==> config.mk <==
export PLATFORM = sky130hd
export DESIGN_NAME = zero_run_emitter
export DESIGN_NICKNAME = d
export VERILOG_FILES = /design/src/rtl/zero_run_emitter.sv
export SDC_FILE = /design/constraint.sdc
export NUM_CORES = 1
export LEC_CHECK = 0
export BUFFER_PORTS_ARGS = -buffer_cell sky130_fd_sc_hd__buf_2
export CAP_MARGIN = 20
export CORE_MARGIN = 2
export CORE_UTILIZATION = 45
export CTS_BUF_LIST = sky130_fd_sc_hd__clkbuf_8 sky130_fd_sc_hd__clkbuf_16
export DETAILED_ROUTE_END_ITERATION = 7
export PLACE_DENSITY = 0.67
export SLEW_MARGIN = 40
export SYNTH_ARGS = -nofsm -noshare
export SYNTH_HDL_FRONTEND = slang
export SYNTH_SLANG_ARGS = --single-unit
==> constraint.sdc <==
create_clock -name clk -period 1.4 [get_ports clk]
set_input_delay 0.07 -clock clk [delete_from_list [all_inputs] [get_ports clk]]
set_output_delay 0.07 -clock clk [all_outputs]
set_load 0.03 [all_outputs]
==> src/rtl/zero_run_emitter.sv <==
`default_nettype none
// ============================================================================
//  Module   : zero_run_emitter
//  Purpose  : Accepts a leading-zero run length over a valid/ready handshake
//             and streams the canonical IN_W-bit word (run zeros, a single
//             one, then zero fill) MSB first over a valid/ready bit stream.
//             Counts above IN_W are clamped and flagged with a one-cycle err.
//  Revision : 1.0  initial release
// ============================================================================
module zero_run_emitter #(
  parameter int IN_W  = 8,                    // word width, IN_W >= 2
  parameter int CNT_W = $clog2(IN_W + 1)      // holds 0..IN_W inclusive
) (
  input  logic             clk,
  input  logic             rst_n,
  input  logic             cnt_valid,
  output logic             cnt_ready,
  input  logic [CNT_W-1:0] cnt,
  output logic             bit_valid,
  input  logic             bit_ready,
  output logic             bit_data,
  output logic             bit_last,
  output logic             err
);

  // Position counter only needs to reach IN_W-1.
  localparam int P_W = $clog2(IN_W);

  localparam logic [0:0] S_IDLE = 1'b0;
  localparam logic [0:0] S_RUN  = 1'b1;

  localparam logic [CNT_W-1:0] MAX_RUN  = CNT_W'(IN_W);
  localparam logic [CNT_W-1:0] LAST_POS = CNT_W'(IN_W - 1);
  localparam logic [CNT_W-1:0] ONE_EXT  = CNT_W'(1);
  localparam logic [P_W-1:0]   ONE_P    = P_W'(1);

  logic [0:0]       state;
  logic [0:0]       state_nxt;

  logic [CNT_W-1:0] run;
  logic [CNT_W-1:0] run_nxt;
  logic [P_W-1:0]   p;
  logic [P_W-1:0]   p_nxt;

  logic             cnt_ready_nxt;
  logic             bit_valid_nxt;
  logic             bit_data_nxt;
  logic             bit_last_nxt;
  logic             err_nxt;

  logic [CNT_W-1:0] p_ext;
  logic [CNT_W-1:0] p_inc_ext;
  logic [CNT_W-1:0] cnt_clamped;
  logic             cnt_over;
  logic             accept;
  logic             beat;

  // Widen the position counter so it can be compared against the run length.
  generate
    if (CNT_W > P_W) begin : g_ext_pad
      assign p_ext = {{(CNT_W - P_W){1'b0}}, p};
    end else begin : g_ext_same
      assign p_ext = p[CNT_W-1:0];
    end
  endgenerate

  assign p_inc_ext   = p_ext + ONE_EXT;
  assign cnt_over    = (cnt > MAX_RUN);
  assign cnt_clamped = cnt_over ? MAX_RUN : cnt;

  // cnt_ready is only high in IDLE and bit_valid only in RUN, so these
  // handshakes are already qualified by state.
  assign accept = cnt_valid & cnt_ready;
  assign beat   = bit_valid & bit_ready;

  // State register.
  always_ff @(posedge clk or negedge rst_n) begin
    if (!rst_n) begin
      state <= S_IDLE;
    end else begin
      state <= state_nxt;
    end
  end

  // Next-state logic: a count handshake starts a word, the last beat ends it.
  always_comb begin
    state_nxt = state;
    case (state)
      S_IDLE:  if (accept) state_nxt = S_RUN;
      S_RUN:   if (beat && bit_last) state_nxt = S_IDLE;
      default: state_nxt = S_IDLE;
    endcase
  end

  // Output/datapath logic: computes the next value of every registered output
  // so the ports are driven straight from flops.
  always_comb begin
    run_nxt       = run;
    p_nxt         = p;
    cnt_ready_nxt = cnt_ready;
    bit_valid_nxt = bit_valid;
    bit_data_nxt  = bit_data;
    bit_last_nxt  = bit_last;
    err_nxt       = 1'b0;
    case (state)
      S_IDLE: begin
        cnt_ready_nxt = 1'b1;
        bit_valid_nxt = 1'b0;
        bit_data_nxt  = 1'b0;
        bit_last_nxt  = 1'b0;
        if (accept) begin
          // Present position 0 on the very next cycle.
          run_nxt       = cnt_clamped;
          p_nxt         = '0;
          cnt_ready_nxt = 1'b0;
          bit_valid_nxt = 1'b1;
          bit_data_nxt  = (cnt_clamped == '0);
          bit_last_nxt  = (LAST_POS == '0);
          err_nxt       = cnt_over;
        end
      end
      S_RUN: begin
        // Without a beat everything holds, which covers stalls of any length.
        if (beat) begin
          if (bit_last) begin
            p_nxt         = '0;
            cnt_ready_nxt = 1'b1;
            bit_valid_nxt = 1'b0;
            bit_data_nxt  = 1'b0;
            bit_last_nxt  = 1'b0;
          end else begin
            // A clamped run of IN_W never matches, giving an all-zero word.
            p_nxt        = p + ONE_P;
            bit_data_nxt = (p_inc_ext == run);
            bit_last_nxt = (p_inc_ext == LAST_POS);
          end
        end
      end
      default: begin
        p_nxt         = '0;
        cnt_ready_nxt = 1'b1;
        bit_valid_nxt = 1'b0;
        bit_data_nxt  = 1'b0;
        bit_last_nxt  = 1'b0;
      end
    endcase
  end

  // Output and datapath registers; reset aborts any word in flight at once.
  always_ff @(posedge clk or negedge rst_n) begin
    if (!rst_n) begin
      run       <= '0;
      p         <= '0;
      cnt_ready <= 1'b1;
      bit_valid <= 1'b0;
      bit_data  <= 1'b0;
      bit_last  <= 1'b0;
      err       <= 1'b0;
    end else begin
      run       <= run_nxt;
      p         <= p_nxt;
      cnt_ready <= cnt_ready_nxt;
      bit_valid <= bit_valid_nxt;
      bit_data  <= bit_data_nxt;
      bit_last  <= bit_last_nxt;
      err       <= err_nxt;
    end
  end

  // The two handshake sides are never open at the same time.
  a_exclusive: assert property (@(posedge clk) disable iff (!rst_n)
    !(cnt_ready && bit_valid));

  // A stalled beat keeps its payload until it is taken.
  a_stall_hold: assert property (@(posedge clk) disable iff (!rst_n)
    (bit_valid && !bit_ready) |=> (bit_valid && $stable(bit_data) && $stable(bit_last)));

endmodule
`default_nettype wire

## Word level (Yosys, flattened, before mapping)

Cells that the tools add are included.

| word-level totals | value |
|---|---|
| register bits after elaboration | 13 |
| output and inout port bits | 5 |
| input port bits | 8 |
| logic and storage cells | 48 |

| operators by class | value |
|---|---|
| reductions and logical operators | 5 |
| $lt $le $gt $ge | 1 |
| bitwise operators | 3 |
| equal/unequal tests | 5 |
| multiplexer cells | 24 |
| $add $sub $neg | 2 |

Operator list:

| operator | count |
|---|---|
| two-way mux 1 bit | 14 |
| case mux 1 bit (2 select lines) | 5 |
| two-way mux 3 bit | 3 |
| case mux 3 bit (2 select lines) | 1 |
| AND reduction 2 bit | 3 |
| adder 3 x 1 -> 4 bit, second input constant | 1 |
| equality test 4 x 3 -> 1 bit, second input constant | 1 |
| equality test 4 bit | 1 |
| greater-than comparator 4 bit, second input constant | 1 |
| zero test 4 bit | 1 |
| two-way mux 4 bit | 1 |
| inequality test 2 bit, second input constant | 2 |
| adder 3 x 1 -> 3 bit, second input constant | 1 |
| bitwise AND 1 bit | 2 |
| inequality test 2 x 1 -> 1 bit, second input constant | 1 |
| logical AND 1 bit | 1 |
| inverter 1 bit | 1 |

## Longest topological paths before layout

Gate-level depths: netlist (run 1).

| logic depth | value |
|---|---|
| depth after elaboration | 5 |
| depth in mapped cells | 5 |
| depth with buffers taken out | 5 |

## Least setup slack after synthesis (run 1)

OpenSTA, ideal clock, no wires.

| timing path | value |
|---|---|
| kind | reg2reg |
| start point | register p[0] |
| end point | register bit_last |
| data required time | 1.322 ns |
| stages on the path, launching flop included | 6 |
| buffers on the path | 0 |
| slack | -0.178 ns |
| arrival | 1.500 ns |
| cell sequence | dfrtp_1 ha_1 and2b_1 a21oi_1 or4b_1 a21boi_1 |

| between the ends | value |
|---|---|
| word-level cells in the longest chain between the ends | 5 |

RTL lines:

| item | RTL line | RTL |
|---|---|---|
| start, declared | 42 | `logic [P_W-1:0] p;` |
| start signal, assigned | 161 | `p <= p_nxt;` |
| adder 3 x 1 -> 4 bit | 67 | `assign p_inc_ext = p_ext + ONE_EXT;` |
| equality test 4 x 3 -> 1 bit | 135 | `bit_last_nxt = (p_inc_ext == LAST_POS);` |
| two-way mux 1 bit | 125 | `if (bit_last) begin` |
| two-way mux 1 bit | 124 | `if (beat) begin` |
| case mux 1 bit (2 select lines) | 105 | `case (state)` |
| end signal, assigned | 165 | `bit_last <= bit_last_nxt;` |
| end, declared | 22 | `output logic bit_last,` |

No other way between the ends. The select of a mux whose other input is x is not followed.
A chain may end at the register's enable or synchronous reset.

## Final worst setup path (run 1)

| timing path | value |
|---|---|
| start point | register p[1] |
| end point | register bit_last |

Same word-level chain as after synthesis.

==> results.yml, run 1 <==
worst_setup_path:
  cp-start-kind: "flop"
  criticalPathCategory: "flop to flop"
  r2r.worst_path.cells: 5
  r2r-start: "p[1]"
  critPathMaxFanout: 3
  worst_ep_arrival_time_ns: 1.75
  r2r_end: "bit_last"
  rrSetupSlack_ns: -0.18
  critical_path.endpoint_type: "flop"
  crit_required_ns: 1.57
yosys:
  synth_top_area_share_pct: 46.24
  main_combinational_cell_family_by_area_after_synthesis: "simple AND/OR/NAND/NOR gates"
  synth-async-reset-ratio_pct: 100.0
  synth-adder-area-share_pct: 3.854
  synthFlopType: "sky130_fd_sc_hd__dfrtp_1"
  yosysMostFrequentCell: "sky130_fd_sc_hd__nand2_1"
  synth.mux.area_fraction_pct: 0
  synth_enable_flop_cells: 0
  postSynthNetCount: 79
  ys_seq_elements: 13
  synthesis.area_per_instance_sq_um: 9.411
  yosys.cell_types.count: 25
  synth_top_cell_by_area: "sky130_fd_sc_hd__dfrtp_1"
  post_synth_instance_area_sq_um: 649.4
  yosys.area_share.simple_pct: 27.17
  gate_count_after_technology_mapping: 69
  yosysWarnings: 0
  synth_sequential_area_ratio_pct: 50.29
  synth_compound_gate_area_share_pct: 12.14
  synth_common_cells: "sky130_fd_sc_hd__nand2_1, sky130_fd_sc_hd__dfrtp_1, sky130_fd_sc_hd__nor2_1, sky130_fd_sc_hd__o21ai_0"
  netlist_top_cells_area: "sky130_fd_sc_hd__dfrtp_1, sky130_fd_sc_hd__nand2_1, sky130_fd_sc_hd__dfstp_2, sky130_fd_sc_hd__xnor2_1, sky130_fd_sc_hd__ha_1"
  post_synth_xor_area_fraction_pct: 5.395
global_route:
  grt_max_degree: 14
  grt_pass1_wl_microns: 2608
  globalRoute.totalOverflow: 0
  antenna_found_initial: 0
  first_global_vias: 599
  globalRouteTotalUtil_pct: 19.33
power:
  power_per_cell_area_nw_per_um2: 2114
  leakagePower_nw: 0.4223
  ir_drop_uv: 1253
  finalPower_mw: 1.904
finish:
  final_nets: 106
  drive_above_1_share_pct: 34.74
  number_of_diodes: 0
  area_growth_syn_to_layout_pct: 38.73
  stdcell_area_sq_um: 900.9
timing:
  min_period_over_period_pct: 113.1
  rsz_0062_raised_after_global_routing: "yes"
  max_freq_ghz: 0.6318
  finalWorstPathRequiredPeriod_ns: 1.583
  setup_violations: 2
  setup_tns_ns: -0.3606
  maxSlewViolCount: 0
  fin_skew_ns: 0.006539
  worst_slew_pin_slew_ns: 0.3302
  final_hold_viol_count: 0
  worst_slack_ns: -0.1829
  worst_slew_margin_rel_pct: 77.78
  hold_slack_ns: 0.09615
routing:
  dr.first_iter.drc_count: 10
  drt-wirelength-per-cell_microns: 13.45
  avgViaCountPerCell: 5.345
  route.final.wire_length_microns: 1480
  drtAntennaViolNets: 0
  route.vias.total: 588
  first_pass_iters: 4
  drcViolationCount: 0
status:
  run_status: "complete, but fails checks"
  failing_checks: "negative setup slack"
clock_network:
  clock_insertion_delay_worst_skew_ns: 0.24
  numCtsBuffers: 3
  clk_path_buf_depth: 2
  tritoncts_num_sinks: 13
  ctsHtreeMaxLevel: 1
  clk_transition_reported_paths_ns: 0.06
  cts_tree: "yes"
  buffer_type_at_the_clock_tree_root: "sky130_fd_sc_hd__clkbuf_8"
place:
  globalplace.congestion: 0.7317
  worst_setup_timing_slack_at_the_placement_stage_ns: -0.2124
  placement.io_buffers: 12
  detailed_place.area_sq_um: 790.8
  dp.final_hpwl_microns: 1057
die:
  area_enclosed_by_the_die_boundary_sq_um: 1763
  fp.dieH_microns: 41.99
  floorplan.initialDensity_pct: 49.29
  core_area_sq_um: 1318
  die_width_microns: 41.99
  top_level_ports: 13
  placementRows: 13
hold_path:
  min-delay-path-class: "primary input to flop"
  min_delay_path_depth: 3
  timing.hold.worst.start: "cnt[3]"
  hold-path-endpoint: "run[3]"
job:
  max_cap_violations: 0
-- metal layers --
metal | track usage, % | part of all wire (%) | vias up
met2 | 32.50 | 53 | 16
met1 | 25.00 | 42 | 276
met4 | 5.806 | 0.81 | 0
met3 | 3.879 | 4.0 | 2
met5 | 0 | 0 | -
li1 | - | - | 294
-- metrics by stage --
stage / std cells / util (%)
after CTS: 110 / 64.86
after global routing: 110 / 68.38
final: 110 / 68.38
after detailed placement: 104 / 60.02
after floorplan: 69 / -
after global placement: 104 / 60.02
-- timing repair --
action,4_1_cts,5_1_grt
cloned,0,0
gates resized for setup,0,8
hold buffers,1,0
buffers inserted,1,0
pin swaps,3,2
hold endpoints to repair,13,0
setup endpoints to repair,2,2
-- worst max-delay path: stages, from the launching register on --
cell and delay [ns]:
sky130_fd_sc_hd__dfrtp_2 0.45, sky130_fd_sc_hd__ha_4 0.18, sky130_fd_sc_hd__and2b_1 0.22, sky130_fd_sc_hd__a21oi_2 0.06, sky130_fd_sc_hd__or4b_1 0.47, sky130_fd_sc_hd__a21boi_1 0.13
-- state kept, by name, summed over array words and instances, names as in the netlist --
name and cells:
p 3, bit_data 1, state 1, err 1
bit_valid 1, run 4, cnt_ready 1, bit_last 1
-- placed cells by master (no fill, tap or decap), types with 3 or more instances in the layout --
| cell | Yosys | routed |
|---|---|---|
| sky130_fd_sc_hd__buf_2 | 0 | 12 |
| sky130_fd_sc_hd__nand2b_1 | 3 | 3 |
| sky130_fd_sc_hd__clkbuf_8 | 0 | 3 |
| sky130_fd_sc_hd__buf_4 | 0 | 8 |
| sky130_fd_sc_hd__o21ai_0 | 4 | 4 |
| sky130_fd_sc_hd__nor2_1 | 4 | 4 |
| sky130_fd_sc_hd__nand2_1 | 15 | 15 |
| sky130_fd_sc_hd__dfrtp_1 | 12 | 11 |
-- where the power goes --
group | leakage (nW) | total, mW | switching [mW] | internal (mW)
clock | 0.0255 | 0.332 | 0.136 | 0.196
sequential | 0.159 | 0.676 | 0.144 | 0.532
combinational | 0.238 | 0.897 | 0.468 | 0.429
total | 0.422 | 1.90 | 0.747 | 1.16
-- final cells by class --
class,instances,area (sq um)
clock buffer,3,41.29
clock inverter,1,5.005
fill,117,416.7
inverter,2,7.507
multi-input combinational,54,359.1
sequential,13,327.8
tap,15,18.77
timing repair buffer,22,141.4
-- worst max path at each step --
stage          start        to  slack, ns  depth (start not counted)
3_3_place_gp    p[1]  bit_data      -0.16                          4
6_report        p[1]  bit_last      -0.18                          5
2_1_floorplan   p[0]  bit_data      -0.12                          5
3_5_place_dp    p[1]  bit_last      -0.21                          5
4_1_cts         p[1]  bit_last      -0.16                          5
5_1_grt         p[0]  bit_last      -0.27                          5
-- cells by family (layout without fill, tap and decap cells) --
group	after synthesis	count (layout)
xor+xnor	4	4
compound gates	13	13
buf+inv	2	28
flops	13	13
fa+ha+maj	2	2
simple gates	35	35
Power figures use the tool's default switching activity.
==> inputs of run 2 (changes only) <==
--- a/config.mk
+++ b/config.mk
@@ -5,13 +5,14 @@
 export SDC_FILE = /design/constraint.sdc
 export NUM_CORES = 1
 export LEC_CHECK = 0
-export BUFFER_PORTS_ARGS = -buffer_cell sky130_fd_sc_hd__buf_2
 export CAP_MARGIN = 20
 export CORE_MARGIN = 2
 export CORE_UTILIZATION = 45
 export CTS_BUF_LIST = sky130_fd_sc_hd__clkbuf_8 sky130_fd_sc_hd__clkbuf_16
 export DETAILED_ROUTE_END_ITERATION = 7
-export PLACE_DENSITY = 0.67
+export DONT_BUFFER_PORTS = 1
+export PLACE_DENSITY = 0.59
+export SKIP_CTS_REPAIR_TIMING = 1
 export SLEW_MARGIN = 40
 export SYNTH_ARGS = -nofsm -noshare
 export SYNTH_HDL_FRONTEND = slang
==> run 2 against run 1 <==
Effect of this change:
- the run ends with negative hold slack, negative setup slack left
- global-route usage decreased by 3.5 points
- clock skew decreased by 0.0042 ns
- register-to-register slack improved by 0.02 ns
- sequential power is 2% higher
- design area is 2.5% lower
- combinational power down 5.4%
- first-iteration DRC count unchanged
- critical endpoint is now bit_data
==> results.yml, run 2 (synthesis gave the netlist of run 1 again) <==
finish:
  number_of_diodes: 0
  biggestRegsByFlops: "run (4), p (3)"
  stdcell_area_sq_um: 878.3
  largest_register_ff_count: 4
  final_nets: 101
  layout_commonest_cell: "sky130_fd_sc_hd__nand2_1"
  top_register: "run"
  area_growth_syn_to_layout_pct: 35.26
  drive_above_1_share_pct: 24.44
  final_cell_mix: "sky130_fd_sc_hd__nand2_1, sky130_fd_sc_hd__buf_4, sky130_fd_sc_hd__dfrtp_1"
routing:
  drtAntennaViolNets: 0
  drcViolationCount: 0
  avgViaCountPerCell: 5.210
  route.final.wire_length_microns: 1401
  drt-wirelength-per-cell_microns: 13.34
  first_pass_iters: 3
  route.vias.total: 547
  dr.first_iter.drc_count: 10
job:
  max_cap_violations: 0
timing:
  worst_slew_margin_rel_pct: 60.18
  maxSlewViolCount: 0
  min_period_over_period_pct: 111.5
  setup_violations: 2
  worst_slew_pin_slew_ns: 0.5953
  final_hold_viol_count: 4
  finalWorstPathRequiredPeriod_ns: 1.561
  max_freq_ghz: 0.6406
  worst_slack_ns: -0.1611
  rsz_0062_raised_after_global_routing: "yes"
  fin_skew_ns: 0.002352
  hold_slack_ns: -0.01689
global_route:
  first_global_vias: 541
  grt_max_degree: 14
  antenna_found_initial: 0
  globalRouteTotalUtil_pct: 15.85
  globalRoute.totalOverflow: 0
  grt_pass1_wl_microns: 2187
power:
  finalPower_mw: 1.864
  ir_drop_uv: 1163
  leakagePower_nw: 0.3973
  power_per_cell_area_nw_per_um2: 2122
clock_network:
  clk_path_buf_depth: 2
  clock_insertion_delay_worst_skew_ns: 0.24
  buffer_type_at_the_clock_tree_root: "sky130_fd_sc_hd__clkbuf_8"
  numCtsBuffers: 3
  clk_transition_reported_paths_ns: 0.06
  tritoncts_num_sinks: 13
  cts_tree: "yes"
  ctsHtreeMaxLevel: 1
die:
  fp.dieH_microns: 41.99
  area_enclosed_by_the_die_boundary_sq_um: 1763
  top_level_ports: 13
  die_width_microns: 41.99
  placementRows: 13
  floorplan.initialDensity_pct: 49.29
  core_area_sq_um: 1318
worst_setup_path:
  criticalPathCategory: "flop to flop"
  crit_required_ns: 1.56
  critPathSlowestCell: "sky130_fd_sc_hd__or4_1"
  crit_path_start: "p[0]"
  critPathMaxStageDelay_ns: 0.47
  worstPathCellList: "inv_1, ha_4, xnor2_1, or4_1, o21ai_1"
  worst_ep_arrival_time_ns: 1.72
  r2r_end: "bit_data"
  critical_path.endpoint_type: "flop"
  r2r.worst_path.cells: 5
  rrSetupSlack_ns: -0.16
  r2r-start: "p[0]"
  cp-start-kind: "flop"
  critPathMaxFanout: 4
status:
  run_status: "complete, but fails checks"
  failing_checks: "negative hold slack, negative setup slack"
place:
  worst_setup_timing_slack_at_the_placement_stage_ns: -0.1788
  placement.io_buffers: 0
  detailed_place.area_sq_um: 768.2
  globalplace.congestion: 0.7494
  dp.final_hpwl_microns: 1027
hold_path:
  min_delay_path_depth: 2
  min-delay-path-class: "primary input to flop"
  timing.hold.worst.start: "cnt[0]"
  hold-path-endpoint: "run[0]"
==> run 2: power by group <==
group | internal, mW | leakage, nW | switching (mW)
clock | 0.193 | 0.0269 | 0.130
combinational | 0.440 | 0.212 | 0.409
sequential | 0.532 | 0.159 | 0.161
total | 1.16 | 0.397 | 0.699
==> run 2: per-stage QoR <==
step | cells | utilization [%] | TNS [ns]
after global placement | 97 | 58.31 | -0.2715
final | 105 | 66.67 | -0.3030
after floorplan | 69 | - | -0.2316
after detailed placement | 97 | 58.31 | -0.3287
after global routing | 105 | 66.67 | -0.4804
after CTS | 101 | 61.73 | -0.3513
==> run 2: critical path, delay by kind of cell, from the launching register on <==
family                   cells  cell delay, ns
XOR/XNOR                     1            0.06
flip-flops                   1            0.42
buffers and inverters        1            0.10
AO/OA/AOI/OAI                1            0.14
AND/OR/NAND/NOR              1            0.47
adder cells (fa/ha/maj)      1            0.28
==> run 2: cell type report <==
class | instances | area, sq um
timing repair buffer | 17 | 135.1
sequential | 13 | 327.8
clock buffer | 3 | 41.29
clock inverter | 1 | 3.754
fill | 115 | 439.2
inverter | 2 | 7.507
multi-input combinational | 54 | 344.1
tap | 15 | 18.77
==> run 2: worst max path at each step <==
stage               end  slack [ns]
2_1_floorplan  bit_data       -0.12
3_3_place_gp   bit_data       -0.17
3_5_place_dp   bit_data       -0.18
4_1_cts        bit_data       -0.19
5_1_grt        bit_data       -0.25
6_report       bit_data       -0.16
==> run 2: per-layer routing <==
| layer | up-vias | share of wire (%) | wire (microns) | track usage, % |
|---|---|---|---|---|
| li1 | 284 | - | - | - |
| met1 | 253 | 49 | 684 | 19.94 |
| met2 | 10 | 48 | 678 | 27.81 |
| met3 | 0 | 2.7 | 38 | 4.310 |
| met4 | 0 | 0 | 0 | 1.935 |
| met5 | - | 0 | 0 | 0 |
==> inputs of run 3 (changes only) <==
--- a/config.mk
+++ b/config.mk
@@ -7,11 +7,11 @@
 export LEC_CHECK = 0
 export CAP_MARGIN = 20
 export CORE_MARGIN = 2
-export CORE_UTILIZATION = 45
+export CORE_UTILIZATION = 48
 export CTS_BUF_LIST = sky130_fd_sc_hd__clkbuf_8 sky130_fd_sc_hd__clkbuf_16
 export DETAILED_ROUTE_END_ITERATION = 7
 export DONT_BUFFER_PORTS = 1
-export PLACE_DENSITY = 0.59
+export PLACE_DENSITY = 0.62
 export SKIP_CTS_REPAIR_TIMING = 1
 export SLEW_MARGIN = 40
 export SYNTH_ARGS = -nofsm -noshare
==> run 3 against run 2 <==
Effect of this change:
- worst hold slack hardly changed
- first-iteration DRC count is 60% lower
- combinational power is 10% lower
- largest power group unchanged
- highest routed layer is now met4
- utilization is 1.4 points lower
- the run still ends with negative hold slack, negative setup slack left
- critical endpoint unchanged
==> results.yml, run 3 (synthesis gave the netlist of run 1 again) <==
clock_network:
  tritoncts_num_sinks: 13
  clock_insertion_delay_worst_skew_ns: 0.23
  cts_tree: "yes"
  clk_transition_reported_paths_ns: 0.05
  buffer_type_at_the_clock_tree_root: "sky130_fd_sc_hd__clkbuf_8"
  clk_path_buf_depth: 2
  numCtsBuffers: 3
  ctsHtreeMaxLevel: 1
finish:
  area_growth_syn_to_layout_pct: 29.09
  number_of_diodes: 0
  final_instance_count_excl_fillers: 103
  utilization_pct: 65.24
  final_nets: 99
  largest_register_ff_count: 4
  layout_commonest_cell: "sky130_fd_sc_hd__nand2_1"
  drive_above_1_share_pct: 18.18
  top_register: "run"
  biggestRegsByFlops: "run (4), p (3)"
  final_cell_mix: "sky130_fd_sc_hd__nand2_1, sky130_fd_sc_hd__dfrtp_1, sky130_fd_sc_hd__buf_4"
routing:
  first_pass_iters: 4
  drcViolationCount: 0
  avgViaCountPerCell: 5.388
  route.vias.total: 555
  dr.first_iter.drc_count: 4
  drt-wirelength-per-cell_microns: 12.55
  route.final.wire_length_microns: 1293
  drtAntennaViolNets: 0
timing:
  setup_violations: 2
  maxSlewViolCount: 0
  worst_slew_pin_slew_ns: 0.5885
  final_hold_viol_count: 2
  max_freq_ghz: 0.6259
  fin_skew_ns: 0.0007750
  hold_slack_ns: -0.01652
  finalWorstPathRequiredPeriod_ns: 1.598
  min_period_over_period_pct: 114.1
  worst_slew_margin_rel_pct: 60.63
  worst_slack_ns: -0.1978
  rsz_0062_raised_after_global_routing: "yes"
worst_setup_path:
  critPathMaxFanout: 4
  crit_required_ns: 1.55
  worst_ep_arrival_time_ns: 1.75
  critical_path.endpoint_type: "flop"
  cp-start-kind: "flop"
  criticalPathCategory: "flop to flop"
global_route:
  globalRoute.totalOverflow: 0
  first_global_vias: 470
  antenna_found_initial: 0
  globalRouteTotalUtil_pct: 18.49
  grt_pass1_wl_microns: 1980
  grt_max_degree: 14
place:
  dp.final_hpwl_microns: 1030
  placement.io_buffers: 0
  globalplace.congestion: 0.7179
  placed_cells_incl_taps: 93
  worst_setup_timing_slack_at_the_placement_stage_ns: -0.1913
power:
  ir_drop_uv: 909.5
  finalPower_mw: 1.752
  power_per_cell_area_nw_per_um2: 2090
  leakagePower_nw: 0.3889
die:
  floorplan.initialDensity_pct: 50.54
  top_level_ports: 13
  die_width_microns: 40.78
  area_enclosed_by_the_die_boundary_sq_um: 1663
  placementRows: 13
  fp.dieH_microns: 40.78
  core_area_sq_um: 1285
status:
  run_status: "complete, but fails checks"
  failing_checks: "negative hold slack, negative setup slack"
hold_path:
  min-delay-path-class: "primary input to flop"
job:
  max_cap_violations: 0
## run 3: changes by cell type in the layout (fill, tap and decap cells not counted)
cell,change
sky130_fd_sc_hd__a21oi_2,-1
sky130_fd_sc_hd__dfrtp_2,-1
sky130_fd_sc_hd__dlygate4sd3_1,+1
sky130_fd_sc_hd__a21oi_1,+1
sky130_fd_sc_hd__ha_1,+1
sky130_fd_sc_hd__buf_4,-3
sky130_fd_sc_hd__dfrtp_1,+1
sky130_fd_sc_hd__ha_2,+1
sky130_fd_sc_hd__ha_4,-2
## run 3: area by class of cell
type	instances	area, sq um
clock buffer	3	41.29
inverter	2	7.507
multi-input combinational	54	317.8
sequential	13	326.6
clock inverter	1	3.754
fill	117	446.7
timing repair buffer	15	122.6
tap	15	18.77
## run 3: per-layer routing
layer  track usage [%]  wire (microns)  up-vias  share of wire (%)
li1                  -               -      279                  -
met1             25.00             578      262                 45
met2             28.91             654       12                 51
met3             3.261              54        2                4.2
met4             7.500               5        0               0.39
met5                 0               0        -                  0
## run 3: path summary, 6_finish.rpt
path	startpoint	endpoint	slack, ns	cells after the start
worst max register to register	p[0]	bit_data	-0.20	5
worst min-delay path	cnt[2]	run[2]	-0.02	2
worst max-delay path	p[0]	bit_data	-0.20	5
min in group asynchronous	rst_n	run[3]	0.28	1
worst min register to register	run[2]	run[2]	0.50	2
max in group asynchronous	rst_n	bit_data	0.74	1
## run 3: critical path, cell delays in order (launching register included)
cell	delay, ns
sky130_fd_sc_hd__dfrtp_1	0.39
sky130_fd_sc_hd__inv_1	0.07
sky130_fd_sc_hd__ha_1	0.31
sky130_fd_sc_hd__xnor2_1	0.13
sky130_fd_sc_hd__or4_1	0.46
sky130_fd_sc_hd__o21ai_1	0.15
## run 3: through the flow
stage,setup TNS (ns),hold WS [ns],instance area [sq um]
CTS,-0.4066,-0.4789,783.3
floorplan,-0.2316,-0.2256,651.9
global placement,-0.2576,-0.2252,738.2
detailed placement,-0.3719,-0.2252,738.2
global route,-0.4854,0.002800,838.3
finish,-0.3590,-0.01652,838.3
## run 3: power breakdown
part	leakage [nW]	total, mW	internal (mW)	switching [mW]
clock network	0.0269	0.312	0.193	0.119
registers	0.160	0.678	0.530	0.148
logic	0.202	0.762	0.380	0.383
total	0.389	1.75	1.10	0.650
